[config.mk]
export PLATFORM = sky130hd
export DESIGN_NAME = acia_ctrl
export DESIGN_NICKNAME = d
export VERILOG_FILES = /design/src/rtl/acia_ctrl.sv
export SDC_FILE = /design/constraint.sdc
export NUM_CORES = 1
export LEC_CHECK = 0
export CORE_MARGIN = 10
export CORE_UTILIZATION = 38
export DETAILED_ROUTE_END_ITERATION = 8
export PLACE_DENSITY = 0.76
export SKIP_LAST_GASP = 1
export SLEW_MARGIN = 20
export SYNTH_ARGS = -nofsm -noshare
export SYNTH_HDL_FRONTEND = slang
export SYNTH_SLANG_ARGS = --single-unit
export TNS_END_PERCENT = 5
[constraint.sdc]
create_clock -name clk -period 1.5 [get_ports clk]
set_input_delay 0.3 -clock clk [delete_from_list [all_inputs] [get_ports clk]]
set_output_delay 0.3 -clock clk [all_outputs]
set_load 0.02 [all_outputs]
[src/rtl/acia_ctrl.sv]
// acia_ctrl: drives a 6850-style ACIA. After reset it writes a master reset
// and then the CFG control byte. It then polls the status register. It moves
// received bytes to a valid/ready output and writes bytes from two
// requesters, granted round-robin.
//
// Ports:
//   clk, rst            system clock, synchronous active-high reset
//   reinit              one-cycle pulse that restarts the init sequence
//   tx0_*, tx1_*        requester byte/valid inputs, ready pulse outputs
//   rx_data/valid/ready received byte handshake toward the consumer
//   err_cnt             saturating count of receive-error events
//   a_cs/a_we/a_rs      ACIA chip select, write enable, register select
//   a_din, a_dout       ACIA write data, registered read data
//   init_done           high once the CFG write has completed
module acia_ctrl #(
    parameter logic [7:0] CFG = 8'h15
) (
    input  logic       clk,
    input  logic       rst,
    input  logic       reinit,
    input  logic [7:0] tx0_data,
    input  logic       tx0_valid,
    output logic       tx0_ready,
    input  logic [7:0] tx1_data,
    input  logic       tx1_valid,
    output logic       tx1_ready,
    output logic [7:0] rx_data,
    output logic       rx_valid,
    input  logic       rx_ready,
    output logic [7:0] err_cnt,
    output logic       a_cs,
    output logic       a_we,
    output logic       a_rs,
    output logic [7:0] a_din,
    input  logic [7:0] a_dout,
    output logic       init_done
);

    typedef enum logic [2:0] {
        S_RST, S_INIT0, S_INIT1, S_POLL,
        S_STAT, S_RDREQ, S_RDCAP, S_WR
    } state_t;

    state_t     state;
    state_t     state_nx;
    logic       last_gnt;
    logic       prev_err;
    logic [7:0] wr_byte;
    logic       pick1;

    // Requester 1 wins if it is the only one valid.
    // It also wins if both are valid and requester 0 was granted last.
    assign pick1 = tx1_valid && (!tx0_valid || !last_gnt);

    // State register
    always_ff @(posedge clk) begin
        if (rst)
            state <= S_RST;
        else
            state <= state_nx;
    end

    // Next-state logic
    always_comb begin
        state_nx = state;
        unique case (state)
            S_RST:   state_nx = S_INIT0;
            S_INIT0: state_nx = S_INIT1;
            S_INIT1: state_nx = S_POLL;
            S_POLL:  state_nx = S_STAT;
            S_STAT: begin
                if (a_dout[0] && !rx_valid)
                    state_nx = S_RDREQ;
                else if (a_dout[1] && (tx0_valid || tx1_valid))
                    state_nx = S_WR;
                else
                    state_nx = S_POLL;
            end
            S_RDREQ: state_nx = S_RDCAP;
            S_RDCAP: state_nx = S_POLL;
            S_WR:    state_nx = S_POLL;
        endcase
        if (reinit)
            state_nx = S_INIT0;
    end

    // Datapath registers
    always_ff @(posedge clk) begin
        if (rst) begin
            last_gnt  <= 1'b1;
            wr_byte   <= 8'h00;
            rx_data   <= 8'h00;
            rx_valid  <= 1'b0;
            err_cnt   <= 8'h00;
            prev_err  <= 1'b0;
            init_done <= 1'b0;
        end else begin
            // last_gnt also names the requester served by the coming WR
            if (state == S_STAT && state_nx == S_WR) begin
                last_gnt <= pick1;
                wr_byte  <= pick1 ? tx1_data : tx0_data;
            end
            if (state == S_RDCAP) begin
                rx_data  <= a_dout;
                rx_valid <= 1'b1;
            end else if (rx_valid && rx_ready) begin
                rx_valid <= 1'b0;
            end
            // Count rising edges of the error bit across status samples
            if (state == S_STAT) begin
                prev_err <= a_dout[4];
                if (a_dout[4] && !prev_err && err_cnt != 8'hFF)
                    err_cnt <= err_cnt + 8'd1;
            end
            if (reinit)
                init_done <= 1'b0;
            else if (state == S_INIT1)
                init_done <= 1'b1;
        end
    end

    // Outputs decoded from the state register
    always_comb begin
        a_cs      = 1'b0;
        a_we      = 1'b0;
        a_rs      = 1'b0;
        a_din     = 8'h00;
        tx0_ready = 1'b0;
        tx1_ready = 1'b0;
        unique case (state)
            S_RST, S_STAT, S_RDCAP: ;
            S_INIT0: begin
                a_cs  = 1'b1;
                a_we  = 1'b1;
                a_din = 8'h03;
            end
            S_INIT1: begin
                a_cs  = 1'b1;
                a_we  = 1'b1;
                a_din = CFG;
            end
            S_POLL: a_cs = 1'b1;
            S_RDREQ: begin
                a_cs = 1'b1;
                a_rs = 1'b1;
            end
            S_WR: begin
                a_cs      = 1'b1;
                a_we      = 1'b1;
                a_rs      = 1'b1;
                a_din     = wr_byte;
                tx0_ready = !last_gnt;
                tx1_ready = last_gnt;
            end
        endcase
    end

endmodule

==> out/summary.md, run 1 <==
For this design the static power due to leakage is 0.941 nW. By instance count, the cell type seen most on the critical path is nand2b_1. The die covers 6800 µm².

For the worst IR drop on VDD, the log shows 0.000426 V. Setup repair after global routing could not meet its margin everywhere. Leaving out fill and tap cells, the most frequent cell in the layout is clkdlybuf4s50_1. The H-tree was split into 2 levels. During synthesis, Yosys emitted a total of 0 warnings. The clock input transition at the sequential cells of the worst setup and hold paths came out at 0.06 ns.

The tools report the cell count after synthesis as 172. After detailed routing, the number of vias per cell comes to 4.81. TritonCTS created 5 clock buffers. A synthesized cell averages 8.61 µm². Compared with the post-synthesis result, the final layout area differs by 61.8%.

The sum of overflow across all layers after global routing is 0, and the logic depth of the worst register-to-register path is 6. The logs give 0.419 for the sequential-to-total area share from yosys stat and 55 for the number of design-rule violations left by the first detailed-router iteration. Buffers placed on the I/O ports in this run total 60. The min-delay analysis places its worst path in the category reg -> reg. Setup violations remaining at the end of the flow were counted as 40. The logs give 0.28 ns for the insertion delay of the later-clocked pin in the worst-skew pair and 0.785 for the worst relative slew slack. Of all nets on the critical path, the largest fanout is 7. Across the routed clock network, the largest skew measured is 0.00397 ns. The total nets after synthesis was 203. The startpoint of the worst setup timing path is state[2]. The total power density per cell area works out to 739 nW/µm². The run gives 4 as the length of the first detailed-routing pass in iterations.

The cell type of the slowest stage on the worst timing path is dfxtp_4. The routed design has 4.10 mm of wire. The number of different library cells in the post-synthesis netlist is 38, and the total half-perimeter wirelength after legalization and detailed placement is 3.18 mm.

At the end of the flow, the number of nets in the layout was 288. The run gives -0.384 ns as the pre-CTS worst setup slack. The placer congestion estimate came out at 0.749. The category of the worst setup path capture point was a primary output. The share of cells above drive strength 1 works out to 0.229.

The hold violation total from the final report was 0; the initial antenna violation count was 0. The number of synthesized register bits works out to 31. The average wire per standard cell is 13.4 µm. In the layout the commonest cells are clkdlybuf4s50_1, dfxtp_1, buf_4. The cell chosen for the clock root was clkbuf_8. The run gives 0.399 as the initial cell density of the core.

The flow ran to the end, but the final reports show violations. The via count of the first global-routing pass came out at 1465. Entering global routing, the biggest net connects 32 pins. The last element of the critical path is a_cs. The worst setup path is of the reg -> out kind. The number of antenna diodes in the final layout is 0. The tools report the minimum setup slack in the final design as -0.166 ns.

Based on the critical path, the design can be clocked at up to 0.600 GHz. The tools report the end of the worst register-to-register path as err_cnt[6]. For the global router's overall resource usage, the log shows 0.127. The first-pass GRT wire length is 6.73 mm, and the via count is 1472.

The tool flagged a number of max-cap violations equal to 0. The tools report the filler-free cell count of the finished design as 306. For the data arrival time of the worst path, the log shows 1.37 ns.

In this run the most critical hold path is launched from rx_data[0]. The final reports fail on negative setup slack. Worst-case clock buffer depth: 2.

Data on the critical path is required at its endpoint by 1.20 ns. For the count of pins on the block boundary, the log shows 61. The tools report the number of placed instances, taps included as 296.

TritonCTS built the clock tree. The number of pins exceeding their max-slew limit in the final report came out at 0. For this design, the sink count on the clock tree is 31.

The antenna violation net count after detailed routing came out at 0. The signal on the critical path passes through nand2b_1 > buf_4 > nand2b_1 > dlygate4sd2_1. The overall die width works out to 82.4 µm. The time the final worst path needs with I/O delays and setup came out at 1.67 ns. The startpoint identified for the worst register-to-register timing path is state[0]. The maximum single-stage delay on the critical path works out to 0.36 ns.

For the pin with the worst max-slew slack, the measured transition is 0.314 ns. The logs give 3720 µm² for the total core area and 0 for the remaining routing DRC violations. STA classifies the critical path startpoint as a flop. Across all hold checks on the routed design, the worst slack comes to 0.451 ns. The ratio of final minimum period to clock period works out to 1.11. The number of rows in the core area was 22; the vertical die dimension was 82.4 µm. Setup slack on the worst reg-to-reg path comes out at -0.09 ns.

The tools report the post-synthesis instance area as 1480 µm². Buffers inserted to repair hold after CTS numbered 0.
## power breakdown
group          total, mW  leakage [nW]  internal, mW  switching [mW]
sequential         0.834         0.251         0.828         0.00613
combinational      0.231         0.638         0.136          0.0953
clock              0.707        0.0515         0.418           0.289
total               1.77         0.941          1.38           0.390
## Yosys cell counts
cell        n  area, µm²
a2111oi_0   1       8.76
a211o_1     1       8.76
a211oi_1    8       60.1
a211oi_2    1       12.5
a21boi_0    3       22.5
a21o_1      1       7.51
a21oi_1    16       80.1
a31oi_1     1       6.26
and2_1      7       43.8
and3_1      2       12.5
and4b_1     1       10.0
buf_2       2       10.0
buf_6       1       11.3
buf_8       1       15.0
clkbuf_1    5       18.8
clkbuf_2    1       5.00
dfxtp_1    31        621
ha_1        1       12.5
inv_1       2       7.51
mux2i_1     9       90.1
nand2_1    23       86.3
nand2b_1    5       31.3
nand3_1     6       30.0
nand4_1     1       6.26
nor2_1     14       52.6
nor2_2      1       6.26
nor2b_1     3       18.8
nor3_1      2       10.0
nor3b_4     1       18.8
o2111ai_1   1       8.76
o2111ai_2   1       15.0
o211ai_4    1       21.3
o21ai_0     8       40.0
o31ai_1     1       7.51
or2_2       2       12.5
or3_1       3       18.8
or4_1       1       7.51
xor2_1      3       26.3
## metal layers
layer,GRT usage,wire (µm)
met5,0,0
met4,0.0663,73
met3,0.0400,271
met2,0.215,2060
met1,0.139,1690
## area by class of cell
class | instances | area, µm²
Sequential cell | 31 | 627
Timing Repair Buffer | 88 | 793
Fill cell | 325 | 1320
Tap cell | 48 | 60.1
Clock buffer | 8 | 100
Multi-Input combinational cell | 129 | 810
Inverter | 2 | 7.51
## metrics by stage
step	area, µm²	util	power (mW)	TNS (ns)
finish	2400	0.645	1.77	-2.35
global route	2400	0.645	1.84	-5.75
CTS	2390	0.642	1.79	-4.54
detailed placement	2290	0.618	1.09	-7.58
global placement	2290	0.618	1.09	-6.09
floorplan	1490	-	0.938	-0.0102
## flip-flops by register name (all words and copies together) (netlist names)
register and flops:
rx_data 8, err_cnt 8, init_done 1, wr_byte 8, rx_valid 1, state 3
last_gnt 1, prev_err 1
## critical path: cells and delay by family, from the launching register on
kind,cells,cell delay [ns]
flip-flops,1,0.36
AND/OR/NAND/NOR,2,0.24
buffers and inverters,2,0.48
## timing repair
item                                    in CTS  in global routing
buffers inserted                             0                  2
gates resized for setup                     22                 27
endpoints found under the setup margin      47                 46
pin swaps                                    0                  2
## worst min path at each step
stage,to,cells past startpoint
6_report,rx_data[0],2
2_1_floorplan,init_done,1
4_1_cts,rx_data[0],2
3_3_place_gp,rx_data[0],2
5_1_grt,rx_data[0],2
3_5_place_dp,rx_data[0],2
## logic make-up after synthesis
| kind of cell | share of synthesized area |
|---|---|
| AOI/OAI and AO/OA | 0.202 |
| xor gates and xnor gates | 0.0177 |
| adders and majority gates | 0.00844 |
| buffers and inverters | 0.0456 |
| DFF | 0.419 |
| muxes | 0.0608 |
| and+or+nand+nor | 0.247 |
(Power assumes the default switching activity.)
==> run 2: changes to the inputs <==
--- a/config.mk
+++ b/config.mk
@@ -8,7 +8,7 @@
 export CORE_MARGIN = 10
 export CORE_UTILIZATION = 38
 export DETAILED_ROUTE_END_ITERATION = 8
-export PLACE_DENSITY = 0.76
+export PLACE_DENSITY = 0.75
 export SKIP_LAST_GASP = 1
 export SLEW_MARGIN = 20
 export SYNTH_ARGS = -nofsm -noshare
==> out/summary.md, run 2 (same netlist as run 1, synthesis figures left out) <==
Detailed routing inserted a total of 1507 vias. Clock skew on the completed layout was measured at 0.00593 ns. TritonCTS built the clock tree. The run gives 0 as the diode insertion count for antenna repair. The logs give 0.128 for the global router's overall resource usage and 0 for the number of pins exceeding their max-slew limit in the final report.

At the worst endpoint, the required time is 1.20 ns. The clock input transition at the sequential cells of the worst setup and hold paths is 0.06 ns, and the maximum achievable frequency is 0.613 GHz. Ratio of final minimum period to clock period: 1.09. The number of hold buffers added after CTS was 0. In the final layout, the multi-input gates occupy 820 µm². The routed design has 4.23 mm of wire.

The count of buffers from port buffering was 60; the actual transition at the worst max-transition pin was 0.370 ns. The run gives 31 as the clock net sink count. The final reports fail on negative setup slack.

For this design the top-level I/O count stands at 61. The tool flagged a number of max-cap violations equal to 0. For the post-layout utilization of the core, the log shows 0.649.

The logs give 629 µm² for the area taken by flip-flops and latches and 0 for the post-CTS setup buffer count. The detail route stage leaves a number of antenna-violating nets equal to 0. The logs give 5 for the total CTS buffers and 4 for the length of the first detailed-routing pass in iterations. The min-delay analysis places its worst path in the category reg -> reg. The minimum setup slack in the final design was -0.130 ns.

Number of H-tree levels: 2. STA classifies the critical path startpoint as a flop. The maximum fanout encountered on the critical timing path was 5.

The total half-perimeter wirelength after legalization and detailed placement was 3.34 mm. The first-pass GRT wire length came out at 6.91 mm. The logs give 0 for the hold violation total from the final report and 0 for the initial antenna violation count.

The total non-filler cell area in the finished layout is 2410 µm², and the initial cell density of the core is 0.399. Counting cells, the worst reg-to-reg path comes to 6. The run gives 288 as the net count reported at finish.

The tools report the remaining routing DRC violations as 0. The via count of the first global-routing pass was 1462. In the final routed layout, each cell accounts on average for 13.8 µm.

Routability-driven placement finished with a final weighted congestion of 0.823. The via count normalized by instance count was 4.92. The overall die width was 82.4 µm; the number of design-rule violations left by the first detailed-router iteration was 80.

Global routing finished with a remaining overflow of 0. The library cell used most frequently in the layout, excluding fill and tap cells, is clkdlybuf4s50_1. Power spread over the standard cell area amounts to 732 nW/µm². The run gives 6800 µm² as the floorplan die area. The core region is 3720 µm². Compared with the post-synthesis result, the final layout area differs by 62.8%.

The cell depth of the worst hold path is 2. The insertion delay of the later-clocked pin in the worst-skew pair was 0.27 ns; the number of rows in the core area was 22. VDD sags by at most 0.000431 V. The logs give 2 for the worst-case clock buffer depth and 326 for the number of fill cells in the layout.

The share of cells above drive strength 1 is 0.221, and the worst relative slew slack is 0.747. The worst path needs 1.63 ns of the cycle, external delays included. Setup repair after global routing could not meet its margin everywhere.

The vertical die dimension was 82.4 µm. The top cell types in the final layout, fill and taps aside, are clkdlybuf4s50_1, dfxtp_1, buf_4. The worst slack on hold paths came out at 0.452 ns. Overall power consumption after layout is estimated at 1.77 mW.

Entering global routing, the biggest net connects 17 pins. Data arrives at the worst endpoint at 1.33 ns. The setup path with the least slack is of type reg -> out. For the cell area reported after detailed placement, the log shows 2300 µm².

The tools report the cell chosen for the clock root as clkbuf_8. The number of setup violations in the final report came out at 38. Category of the worst setup path capture point: a primary output. The flow ran to the end, but the final reports show violations. The largest registers in the layout are err_cnt x8, rx_data x8, wr_byte x8. The leakage power summed over all cells is 0.940 nW.
## run 2: worst paths after layout
check | startpoint | slack, ns | end
worst min register to register | rx_data[4] | 0.45 | rx_data[4]
worst min-delay path | rx_data[4] | 0.45 | rx_data[4]
worst max-delay path | err_cnt[4] | -0.13 | err_cnt[4]
worst max register to register | state[1] | -0.12 | err_cnt[6]
## run 2: cell type report
| cell class | instances | area share |
|---|---|---|
| Multi-Input combinational cell | 129 | 0.340 |
| Clock buffer | 8 | 0.0415 |
| Inverter | 2 | 0.00311 |
| Tap cell | 48 | 0.0249 |
| Timing Repair Buffer | 88 | 0.330 |
| Sequential cell | 31 | 0.261 |
## run 2: worst max-delay path, stage by stage (launching register included)
cell,delay [ns]
dfxtp_1,0.33
buf_4,0.13
clkdlybuf4s50_1,0.60
## run 2: per-layer routing
metal,part of all wire,global-route usage,vias to the layer above
li1,-,-,775
met1,0.42,0.152,692
met2,0.50,0.209,35
met3,0.071,0.0508,5
met4,0.010,0.0374,0
met5,0,0,-
## run 2: per-stage QoR
step | worst slack (ns) | cells | setup TNS (ns)
after floorplan | -0.00509 | 172 | -0.0102
after global placement | -0.242 | 298 | -5.62
after detailed placement | -0.322 | 298 | -6.55
after CTS | -0.221 | 306 | -3.45
after global routing | -0.208 | 306 | -5.38
final | -0.130 | 306 | -2.11
## run 2: what timing repair did
action,in CTS,in global routing
pin swaps,0,2
gates cloned,0,0
gates resized for setup,29,18
setup endpoints to repair,46,47
## run 2: where the power goes
part	switching, mW	internal (mW)	total [mW]	leakage (nW)
clock network	0.290	0.418	0.709	0.0515
logic	0.0925	0.131	0.224	0.636
registers	0.00709	0.826	0.834	0.252
total	0.390	1.38	1.77	0.940
